### config.mk
export PLATFORM = sky130hd
export DESIGN_NAME = softmax_prob_stream
export DESIGN_NICKNAME = d
export VERILOG_FILES = /design/src/rtl/softmax_pkg.sv /design/src/rtl/pow2_expand.sv /design/src/rtl/softmax_prob_stream.sv
export SDC_FILE = /design/constraint.sdc
export NUM_CORES = 1
export LEC_CHECK = 0
export CAP_MARGIN = 5
export CELL_PAD_IN_SITES_DETAIL_PLACEMENT = 0
export CELL_PAD_IN_SITES_GLOBAL_PLACEMENT = 1
export CORE_AREA = 2 2 138 154
export DETAILED_ROUTE_END_ITERATION = 10
export DIE_AREA = 0 0 140 156
export PLACE_DENSITY = 0.82
export SLEW_MARGIN = 40
export SYNTH_ARGS = -nofsm -noshare
export SYNTH_HDL_FRONTEND = slang
export SYNTH_SLANG_ARGS = --single-unit
export TNS_END_PERCENT = 1
### constraint.sdc
create_clock -name clk -period 5.1 [get_ports clk]
set_clock_uncertainty 0.05 [all_clocks]
set_input_delay 1.02 -clock clk [delete_from_list [all_inputs] [get_ports clk]]
set_output_delay 1.02 -clock clk [all_outputs]
set_load 0.05 [all_outputs]
### src/rtl/softmax_pkg.sv
// +----------------------------------------------------------------------+
// | softmax_pkg                                                          |
// | Shared constants and FSM state encoding for softmax_prob_stream.     |
// | Revision: 1.0                                                        |
// +----------------------------------------------------------------------+
`default_nettype none

package softmax_pkg;

  localparam int N_CLASSES = 10;
  localparam int IDX_W     = 4;

  localparam logic [15:0] PROB_SAT  = 16'hFFFF;
  localparam logic [15:0] PROB_ZERO = 16'h0000;

  typedef enum logic [1:0] {
    IDLE   = 2'd0,
    STREAM = 2'd1,
    DONE   = 2'd2
  } state_t;

endpackage

`default_nettype wire

### src/rtl/pow2_expand.sv
// +----------------------------------------------------------------------+
// | pow2_expand                                                          |
// | Converts shared mantissa and signed base-2 exponent to Q1.15.        |
// | Revision: 1.0                                                        |
// +----------------------------------------------------------------------+
`default_nettype none

module pow2_expand
  import softmax_pkg::*;
#(
  parameter int DATA_W = 8,
  parameter int PROB_W = 16
) (
  input  logic [DATA_W-1:0] mant,
  input  logic [DATA_W-1:0] exp_val,
  output logic [PROB_W-1:0] prob
);

  localparam int SH_W = $clog2(PROB_W);

  logic              w_pos;
  logic [DATA_W:0]   w_neg;
  logic [PROB_W-1:0] w_base;

  assign w_pos  = !exp_val[DATA_W-1] && (exp_val != '0);
  // One extra bit so that -(-128) = 128 stays representable.
  assign w_neg  = -{exp_val[DATA_W-1], exp_val};
  assign w_base = {1'b1, mant, {(PROB_W-1-DATA_W){1'b0}}};

  always_comb begin
    prob = PROB_W'(PROB_ZERO);
    if (w_pos) begin
      prob = PROB_W'(PROB_SAT);
    end else if (w_neg < (DATA_W+1)'(PROB_W)) begin
      prob = w_base >> w_neg[SH_W-1:0];
    end
  end

endmodule

`default_nettype wire

### src/rtl/softmax_prob_stream.sv
// +----------------------------------------------------------------------+
// | softmax_prob_stream                                                  |
// | Captures one pseudo-softmax vector, streams ten Q1.15 probabilities  |
// | over valid/ready and reports the winning class.                      |
// | Revision: 1.0                                                        |
// +----------------------------------------------------------------------+
`default_nettype none

module softmax_prob_stream
  import softmax_pkg::*;
#(
  parameter int DATA_W = 8,
  parameter int PROB_W = 16
) (
  input  logic              clk,
  input  logic              rst,
  input  logic              in_valid,
  output logic              in_ready,
  input  logic [DATA_W-1:0] mant_in,
  input  logic [DATA_W-1:0] exp_in1,
  input  logic [DATA_W-1:0] exp_in2,
  input  logic [DATA_W-1:0] exp_in3,
  input  logic [DATA_W-1:0] exp_in4,
  input  logic [DATA_W-1:0] exp_in5,
  input  logic [DATA_W-1:0] exp_in6,
  input  logic [DATA_W-1:0] exp_in7,
  input  logic [DATA_W-1:0] exp_in8,
  input  logic [DATA_W-1:0] exp_in9,
  input  logic [DATA_W-1:0] exp_in10,
  output logic              prob_valid,
  input  logic              prob_ready,
  output logic [PROB_W-1:0] prob_data,
  output logic [IDX_W-1:0]  prob_idx,
  output logic              prob_last,
  output logic              argmax_valid,
  output logic [IDX_W-1:0]  argmax_idx
);

  state_t                   r_state;
  state_t                   w_state_nxt;
  logic [DATA_W-1:0]        r_mant;
  logic [DATA_W-1:0]        r_exp [N_CLASSES];
  logic [DATA_W-1:0]        w_exp_in [N_CLASSES];
  logic signed [DATA_W-1:0] r_best_exp;
  logic [IDX_W-1:0]         r_best;
  logic [IDX_W-1:0]         r_prob_idx;
  logic [IDX_W-1:0]         r_argmax_idx;
  logic [IDX_W-1:0]         w_next_idx;
  logic [PROB_W-1:0]        r_prob_data;
  logic [PROB_W-1:0]        w_prob;
  logic                     r_prob_last;
  logic [DATA_W-1:0]        w_sel_exp;
  logic [DATA_W-1:0]        w_sel_mant;
  logic                     w_xfer;

  assign w_exp_in[0] = exp_in1;
  assign w_exp_in[1] = exp_in2;
  assign w_exp_in[2] = exp_in3;
  assign w_exp_in[3] = exp_in4;
  assign w_exp_in[4] = exp_in5;
  assign w_exp_in[5] = exp_in6;
  assign w_exp_in[6] = exp_in7;
  assign w_exp_in[7] = exp_in8;
  assign w_exp_in[8] = exp_in9;
  assign w_exp_in[9] = exp_in10;

  assign in_ready     = (r_state == IDLE);
  assign prob_valid   = (r_state == STREAM);
  assign argmax_valid = (r_state == DONE);
  assign prob_data    = r_prob_data;
  assign prob_idx     = r_prob_idx;
  assign prob_last    = r_prob_last;
  assign argmax_idx   = r_argmax_idx;
  assign w_xfer       = prob_valid && prob_ready;

  always_ff @(posedge clk or posedge rst) begin
    if (rst) r_state <= IDLE;
    else     r_state <= w_state_nxt;
  end

  always_comb begin
    w_state_nxt = r_state;
    case (r_state)
      IDLE:    if (in_valid) w_state_nxt = STREAM;
      STREAM:  if (w_xfer && r_prob_last) w_state_nxt = DONE;
      DONE:    w_state_nxt = IDLE;
      default: w_state_nxt = IDLE;
    endcase
  end

  // Element being loaded: class 1 straight from the inputs on capture,
  // otherwise the registered exponent for the class after the current one.
  assign w_next_idx = (r_state == IDLE) ? IDX_W'(1) : r_prob_idx + IDX_W'(1);

  always_comb begin
    w_sel_exp  = exp_in1;
    w_sel_mant = mant_in;
    if (r_state != IDLE) begin
      w_sel_mant = r_mant;
      for (int i = 0; i < N_CLASSES; i++) begin
        if (w_next_idx == IDX_W'(i + 1)) w_sel_exp = r_exp[i];
      end
    end
  end

  pow2_expand #(
    .DATA_W (DATA_W),
    .PROB_W (PROB_W)
  ) u_pow2_expand (
    .mant    (w_sel_mant),
    .exp_val (w_sel_exp),
    .prob    (w_prob)
  );

  always_ff @(posedge clk or posedge rst) begin
    if (rst) begin
      r_mant       <= '0;
      for (int i = 0; i < N_CLASSES; i++) r_exp[i] <= '0;
      r_best       <= '0;
      r_best_exp   <= '0;
      r_prob_data  <= '0;
      r_prob_idx   <= '0;
      r_prob_last  <= 1'b0;
      r_argmax_idx <= '0;
    end else begin
      case (r_state)
        IDLE: begin
          if (in_valid) begin
            r_mant <= mant_in;
            for (int i = 0; i < N_CLASSES; i++) r_exp[i] <= w_exp_in[i];
            r_prob_data <= w_prob;
            r_prob_idx  <= IDX_W'(1);
            r_prob_last <= 1'b0;
            r_best      <= IDX_W'(1);
            r_best_exp  <= exp_in1;
          end
        end
        STREAM: begin
          if (w_xfer) begin
            if (r_prob_last) begin
              r_argmax_idx <= r_best;
            end else begin
              r_prob_data <= w_prob;
              r_prob_idx  <= w_next_idx;
              r_prob_last <= (w_next_idx == IDX_W'(N_CLASSES));
              // Strictly greater only, so ties keep the lower class.
              if ($signed(w_sel_exp) > r_best_exp) begin
                r_best     <= w_next_idx;
                r_best_exp <= w_sel_exp;
              end
            end
          end
        end
        default: ;
      endcase
    end
  end

endmodule

`default_nettype wire

# After elaboration in Yosys (flattened, before gate mapping)
# Cells that the tools add are included.
[totals]
ff_bits = 127
in_bits = 92
out_inout_bits = 28
wordCells = 93
[op_classes]
n_addsub = 2
n_lt_le_gt_ge = 2
eq_ne = 17
shift = 1
n_mux = 39
reduce_logical = 14
[ops]
columns = ["operator", "count"]
rows = [
  ["$mux W8", 16],
  ["$mux W16", 5],
  ["$pmux W16 S2", 1],
  ["$mux W4", 7],
  ["$eq A4 B3 Y1 const B", 4],
  ["$pmux W4 S2", 2],
  ["$pmux W8 S2", 1],
  ["$shr A16 B4 Y16", 1],
  ["$eq A4 B4 Y1 const B", 3],
  ["$lt A9 B5 Y1 const B", 1],
  ["$neg A9 Y9", 1],
  ["$eq A4 B2 Y1 const B", 2],
  ["$gt A8 B8 Y1", 1],
  ["$reduce_bool A8 Y1", 1],
  ["$ne A2 B1 Y1 const B", 3],
  ["$reduce_and A3 Y1", 2],
  ["$reduce_and A5 Y1", 1],
  ["$add A4 B1 Y4 const B", 1],
  ["$eq A4 B1 Y1 const B", 1],
  ["$mux W2", 2],
  ["$ne A2 B2 Y1 const B", 2],
  ["$pmux W2 S2", 1],
  ["$reduce_and A2 Y1", 2],
  ["$reduce_and A4 Y1", 1],
  ["other kinds (8)", 13],
]

# Depth between registers and ports, before layout
# Gate-level depths: netlist of run 1.
[logic_depth]
ltp_word = 21
depth_mapped = 22
mapped_depth_nobuf = 18

# Hierarchy
# A second synthesis of run 1 with hierarchy kept.
[unflattened]
hier_cells = 895
hier_area_um2 = 7378.3
[by_module_without_submodules]
columns = ["mod", "instances", "cells_per_inst", "area_per_inst_um2"]
rows = [
  ["softmax_prob_stream", 1, 783, 6587.6],
  ["pow2_expand", 1, 112, 790.8],
]

# Worst setup path after synthesis of run 1
# No wires, ideal clock.
[synth_path]
path_kind = "register to register"
start = "register r_prob_idx[1], in the netlist prob_idx[1]"
end = "register r_best[0]"
setup_ns = 0.125
arrival_time_ns = 4.970
required_ns = 4.925
setup_slack_ns = -0.045
stages_incl_launch_ff = 21
n_path_buf = 3
period_less_slack_ns = 5.145
path_cell_list = "dfrtp_1 ha_1 buf_2 nor2b_1 clkbuf_1 o31ai_1 and2_1 o21ai_0 a2111oi_0 ha_1 nor2b_1 o21a_1 o21ai_0 nand2b_1 a21oi_1 nor2b_1 o21ai_0 a21oi_1 o21ai_0 clkbuf_1 mux2_2"
[synth_via]
elab_chain_cells = 17
word_cells_on_any_way = 26
classes_between = "1 x add/sub; 1 x order compare; 11 x eq/ne; 12 x mux; 1 x reduce/logical"
[synth_rtl]
columns = ["element", "line_no", "rtl"]
rows = [
  ["from (decl)", "softmax_prob_stream.sv:46", "logic [IDX_W-1:0] r_prob_idx;"],
  ["from (signal assigned)", "softmax_prob_stream.sv:144", "r_prob_idx <= w_next_idx;"],
  ["$add A4 B1 Y4 *", "softmax_prob_stream.sv:93", "assign w_next_idx = (r_state == IDLE) ? IDX_W'(1) : r_prob_idx + IDX_W'(1);"],
  ["$mux W4 *", "softmax_prob_stream.sv:93", ""],
  ["$eq A4 B1 Y1", "softmax_prob_stream.sv:101", "if (w_next_idx == IDX_W'(i + 1)) w_sel_exp = r_exp[i];"],
  ["$mux W8 (9 in a row)", "softmax_prob_stream.sv:101", ""],
  ["$mux W8 *", "softmax_prob_stream.sv:101", ""],
  ["$mux W8 *", "softmax_prob_stream.sv:98", "if (r_state != IDLE) begin"],
  ["$gt A8 B8 Y1 *", "softmax_prob_stream.sv:147", "if ($signed(w_sel_exp) > r_best_exp) begin"],
  ["$ne A2 B1 Y1 (no line) *", "-", ""],
  ["$reduce_and A5 Y1 (no line) *", "-", ""],
  ["to (signal assigned)", "softmax_prob_stream.sv:148", "r_best <= w_next_idx;"],
  ["to (decl)", "softmax_prob_stream.sv:45", "logic [IDX_W-1:0] r_best;"],
]
# Every way passes the cells marked *; elsewhere a longest branch is shown, timed or not.
# A chain may end at the register's enable or synchronous reset.

# Worst setup path in the final report of run 1
# Same ends and word-level chain as after synthesis.

==> results.sh, run 1 <==
export IMPL_status="complete, but fails checks"
export IMPL_violations="design-rule violations"
export IMPL_rrSetupSlack_ns=0.36
export IMPL_ys_warnings_count=0
export IMPL_r2r_cells=20
export IMPL_ys_seq_area_frac=0.419
export IMPL_most_common_layout_cells="dfrtp_1 (126), clkdlybuf4s50_1 (119), mux2_2 (108)"
export IMPL_worstSetupPathType="flip-flop to flip-flop"
export IMPL_antenna_found_initial=0
export IMPL_fillers=1891
export IMPL_cts_buffer_depth=2
export IMPL_period_share=0.929
export IMPL_hold_ws_ns=0.444
export IMPL_hp_class="flip-flop to flip-flop"
export IMPL_die_y_um=156
export IMPL_wire_per_inst_um=20.4
export IMPL_dieArea_um2=21800
export IMPL_setup_tns_final_ns=0
export IMPL_synth_cells=749
export IMPL_coreArea_um2=20300
export IMPL_synth_edff_count=0
export IMPL_report_final_slew_viol_count=0
export IMPL_worstPathMaxFanout=10
export IMPL_drt_iter0_drc=570
export IMPL_layout_commonest_cell="dfrtp_1"
export IMPL_postCtsSetupRepairBufs=0
export IMPL_synthAdderAreaFrac=0.0198
export IMPL_root_buffer="clkbuf_16"
export IMPL_synth_compound_area_share=0.173
export IMPL_synth_xor_area_share=0.0152
export IMPL_grt_max_degree=66
export IMPL_async_flop_share=1.00
export IMPL_r2r_start="prob_idx[1]"
export IMPL_hold_viol_final=0
export IMPL_grt_setup_unrepaired="no"
export IMPL_worstSkewPairLatency_ns=0.42
export IMPL_clkTransAtPathRegs_ns=0.06
export IMPL_grt_ovfl_total=0
export IMPL_max_slew_margin=0.457
export IMPL_synth_simple_gate_area_share=0.139
export IMPL_gp_congestion=0.959
export IMPL_drt_total_wl_mm=23.5
export IMPL_grt_pass1_wl_mm=37.2
export IMPL_min_path_cells=2
export IMPL_arrival_ns=4.98
export IMPL_post_route_min_period_ns=4.74
export IMPL_cts_buffers_inserted=17
export IMPL_fin_util=0.489
export IMPL_max_slew_worst_pin_slew_ns=0.804
export IMPL_syn_avg_cell_area_um2=10.1
export IMPL_ios=120
export IMPL_synth_top_cell_by_area="dfrtp_1"
export IMPL_critPathLaunchType="flip-flop"
export IMPL_end_kind="flip-flop"
export IMPL_dp_hpwl_mm=17.8
export IMPL_hp_start="prob_data[12]"
export IMPL_yosysTopAreaCellShare=0.419
export IMPL_track_usage=0.220
export IMPL_synth_area_um2=7580
export IMPL_hold_end="prob_data[12]"
export IMPL_fin_nets=987
export IMPL_muxShareOfSynthArea=0.195
export IMPL_rr_endpoint="r_best[0]"
export IMPL_setup_viol=0
export IMPL_cts_max_level=4
export IMPL_synth_distinct_cells=81
export IMPL_layout_drive_gt1_share=0.239
export IMPL_synthFlopType="dfrtp_1"
export IMPL_fmax_mhz=211
export IMPL_grt_pass1_vias=6576
export IMPL_dr_pass1_iters=11
export IMPL_clkSinkCount=127
export IMPL_drc=4
export IMPL_row_count=55
export IMPL_portBuffers=119
export IMPL_cts_tree="yes"
export IMPL_syn_to_final_growth_pct=31.0
export IMPL_pre_cts_slack_ns=0.362
export IMPL_ys_top_cells_by_area="dfrtp_1 (42%), mux2_2 (16%), mux2i_1 (3.2%)"
export IMPL_postRouteAntennaNets=0
export IMPL_synth_top_family_by_area="multiplexers"
export IMPL_syn_nets=853
export IMPL_start_util=0.373
export IMPL_ys_seq_elements=127
export IMPL_cp_required_ns=5.34
export IMPL_die_w_um=140
export IMPL_max_cap_violations=0
export IMPL_diodes=0
export IMPL_vias_per_cell=5.68
export IMPL_via_count=6546
export IMPL_layout_setup_ws_ns=0.361
==> synth_stat cells, drive strengths merged (6+ instances only) <==
| library cell | n |
|---|---|
| nor2b | 8 |
| nand2 | 48 |
| nand3 | 22 |
| nor3 | 26 |
| a21oi | 40 |
| dfrtp | 127 |
| buf | 21 |
| inv | 20 |
| a31oi | 7 |
| nor2 | 54 |
| clkbuf | 32 |
| mux2i | 24 |
| ha | 12 |
| nand4 | 8 |
| o21a | 6 |
| mux2 | 108 |
| a211oi | 10 |
| o22ai | 12 |
| xnor2 | 6 |
| o21ai | 29 |
| nand2b | 10 |
| a22oi | 7 |
| o211ai | 10 |
| a221oi | 9 |
==> layer usage <==
metal / up-vias / global-route usage / wire [µm]
met5: - / 0 / 0
met2: 241 / 0.359 / 11200
met3: 46 / 0.0414 / 1230
li1: 3048 / - / -
met1: 3211 / 0.288 / 10300
met4: 0 / 0.0914 / 811
==> metrics by stage <==
| stage | cell area (µm²) | instances |
|---|---|---|
| 2_1_floorplan | 7580 | 749 |
| 3_3_place_gp | 9260 | 1120 |
| 3_5_place_dp | 9260 | 1120 |
| 4_1_cts | 9920 | 1152 |
| 5_1_grt | 9930 | 1152 |
| 6_report | 9930 | 1152 |
==> sequential cells by signal (all words and copies together), names as in the netlist <==
signal	count
r_exp	80
r_best_exp	8
r_state	2
argmax_idx	4
prob_data	16
r_mant	8
prob_idx	4
r_best	4
prob_last	1
==> layout make-up <==
cell class              instances  area [µm²]  area share
multi-input cells             547        4120       0.415
flip-flops and latches        127        3180       0.320
repair buffers                168        1570       0.158
clock buffers                  21         470      0.0474
well taps                     256         320      0.0323
clock inverters                11         185      0.0186
inverters                      22        87.6     0.00882
==> cell families (layout without fill, tap and decap cells) <==
kind of cell,count (synthesis),after routing
AOI/OAI and AO/OA,185,185
xor gates and xnor gates,8,8
adders and majority gates,12,12
buffers and inverters,75,222
DFF,127,127
muxes,133,133
and+or+nand+nor,209,209
==> what timing repair did <==
| action | 4_1_cts | 5_1_grt |
|---|---|---|
| endpoints found under the hold margin | 0 | 0 |
| setup endpoints to repair | 0 | 7 |
| hold buffers | 0 | 0 |
| resized for setup | 0 | 4 |
==> worst max path at each step <==
stage           startpoint             to  slack, ns  cells past startpoint
3_5_place_dp   prob_idx[1]      r_best[0]       0.36                     20
2_1_floorplan  prob_idx[0]      r_best[0]       0.03                     20
3_3_place_gp   prob_idx[1]  r_best_exp[0]       0.43                     20
4_1_cts        prob_idx[1]      r_best[0]       0.33                     19
6_report       prob_idx[1]      r_best[0]       0.36                     20
5_1_grt        prob_idx[1]      r_best[2]       0.03                     20
==> worst max-delay path, cell delays in order, from the launching register on <==
cell	delay [ns]
dfrtp_2	0.47
ha_2	0.47
o21a_1	0.35
a22oi_1	0.16
o31ai_1	0.20
or3_1	0.20
o21ai_0	0.10
a2111oi_0	0.48
buf_4	0.20
ha_1	0.23
nor2b_1	0.13
o21a_1	0.15
o21ai_0	0.16
nand2b_1	0.07
a21oi_1	0.14
nor2b_1	0.05
o21ai_0	0.14
a21oi_1	0.09
o21ai_1	0.18
buf_4	0.23
mux2_2	0.35
Power of run 1 is not shown: default switching activity piles up to over one toggle a cycle in this logic, so the estimate is an artifact.
==> run 2: changes to the inputs <==
ABC_CLOCK_PERIOD_IN_PS = 5100   (was default)
GPL_ROUTABILITY_DRIVEN = 0   (was default)
==> results.sh, run 2 (synthesis results as in run 1) <==
export IMPL_multi_input_area_um2=4140
export IMPL_wl_met2_mm=10.9
export IMPL_setup_tns_final_ns=0
export IMPL_fin_nets=977
export IMPL_row_count=55
export IMPL_arrival_ns=5.03
export IMPL_diodes=0
export IMPL_fmax_mhz=208
export IMPL_dieArea_um2=21800
export IMPL_hold_viol_final=0
export IMPL_most_common_layout_cells="dfrtp_1 (126), clkdlybuf4s50_1 (119), mux2_2 (108)"
export IMPL_grt_setup_unrepaired="no"
export IMPL_stdcell_count=1139
export IMPL_report_final_slew_viol_count=0
export IMPL_start_util=0.373
export IMPL_status="complete, but fails checks"
export IMPL_worstSkewPairLatency_ns=0.42
export IMPL_dr_max_layer_used="met4"
export IMPL_grt_pass1_wl_mm=36.3
export IMPL_layout_drive_gt1_share=0.229
export IMPL_coreArea_um2=20300
export IMPL_setup_viol=0
export IMPL_violations="design-rule violations"
export IMPL_ios=120
export IMPL_drt_iter0_drc=688
export IMPL_layout_commonest_cell="dfrtp_1"
export IMPL_cts_buffer_depth=2
export IMPL_post_route_min_period_ns=4.80
export IMPL_portBuffers=119
export IMPL_syn_to_final_growth_pct=28.9
export IMPL_grt_pass1_vias=6602
export IMPL_max_slew_margin=0.539
export IMPL_vias_per_cell=5.80
export IMPL_seq_area_um2=3180
export IMPL_drc=6
export IMPL_worstPathMaxFanout=15
export IMPL_via_count=6609
export IMPL_dp_cells=1110
export IMPL_clkSinkCount=127
export IMPL_fillers=1910
export IMPL_cts_tree="yes"
export IMPL_dr_pass1_iters=11
export IMPL_top_register="r_exp"
export IMPL_cts_buffers_inserted=17
export IMPL_track_usage=0.215
export IMPL_cp_required_ns=5.33
export IMPL_drt_total_wl_mm=23.0
export IMPL_worstSetupPathType="flip-flop to flip-flop"
export IMPL_root_buffer="clkbuf_16"
export IMPL_max_slew_worst_pin_slew_ns=0.683
export IMPL_dp_hpwl_mm=17.3
export IMPL_postRouteAntennaNets=0
export IMPL_antenna_found_initial=0
export IMPL_drt_met1_wl_mm=9.65
export IMPL_largest_reg_flops=80
export IMPL_grt_ovfl_total=0
export IMPL_postCtsSetupRepairBufs=0
export IMPL_period_share=0.941
export IMPL_clkTransAtPathRegs_ns=0.06
export IMPL_wire_per_inst_um=20.2
export IMPL_critPathLaunchType="flip-flop"
export IMPL_route_met3_wl_mm=1.59
export IMPL_die_y_um=156
export IMPL_die_w_um=140
export IMPL_grt_max_degree=63
export IMPL_end_kind="flip-flop"
export IMPL_hp_class="flip-flop to flip-flop"
export IMPL_cts_max_level=4
export IMPL_max_cap_violations=0
-- run 2: final timing paths --
| check | slack, ns | endpoint | startpoint | depth (start not counted) |
|---|---|---|---|---|
| min in group asynchronous | 0.99 | r_best[0] | rst | 2 |
| min | 0.45 | prob_data[12] | prob_data[12] | 2 |
| max | 0.30 | prob_data[4] | prob_idx[1] | 16 |
| max in group asynchronous | 3.08 | r_exp[40] | rst | 3 |
| max reg2reg | 0.30 | prob_data[4] | prob_idx[1] | 16 |
| min reg2reg | 0.45 | prob_data[12] | prob_data[12] | 2 |
-- run 2: layout make-up --
| cell class | count | share of cell area |
|---|---|---|
| clock buffer | 22 | 0.0485 |
| multi-input combinational | 547 | 0.423 |
| sequential | 127 | 0.325 |
| inverter | 22 | 0.00896 |
| clock inverter | 7 | 0.00666 |
| tap | 256 | 0.0328 |
| timing repair buffer | 158 | 0.154 |
-- run 2: critical path, stage by stage (launching register included) --
cell      delay, ns
dfrtp_2        0.47
ha_2           0.39
buf_4          0.20
or3b_2         0.48
nor4_1         0.41
a31oi_1        0.15
a31oi_1        0.28
a211o_1        0.22
ha_1           0.33
nand3_1        0.14
nor4_1         0.29
nand2_1        0.08
ha_1           0.19
or3_1          0.57
nor2_1         0.18
buf_4          0.16
a211oi_1       0.05
-- run 2: repair_timing --
| action | 4_1_cts | 5_1_grt |
|---|---|---|
| endpoints found under the hold margin | 0 | 0 |
| hold buffers | 0 | 0 |
| endpoints found under the setup margin | 0 | 20 |
| gates resized for setup | 0 | 3 |
-- run 2: through the flow --
| stage | hold slack [ns] | worst slack, ns | area [µm²] | util |
|---|---|---|---|---|
| 6_report | 0.447 | 0.300 | 9770 | 0.481 |
| 5_1_grt | 0.468 | 0.0127 | 9770 | 0.481 |
| 4_1_cts | 0.451 | 0.269 | 9740 | 0.480 |
| 3_5_place_dp | 0.434 | 0.295 | 9200 | 0.453 |
| 3_3_place_gp | 0.427 | 0.356 | 9160 | 0.451 |
| 2_1_floorplan | 0.422 | 0.0264 | 7580 | - |
-- run 2: metal layers --
layer / track usage / vias to the layer above
met3: 0.0381 / 67
met5: 0 / -
li1: - / 3022
met1: 0.283 / 3189
met2: 0.353 / 331
met4: 0.0909 / 0
Power of run 2 is left out for the same reason.
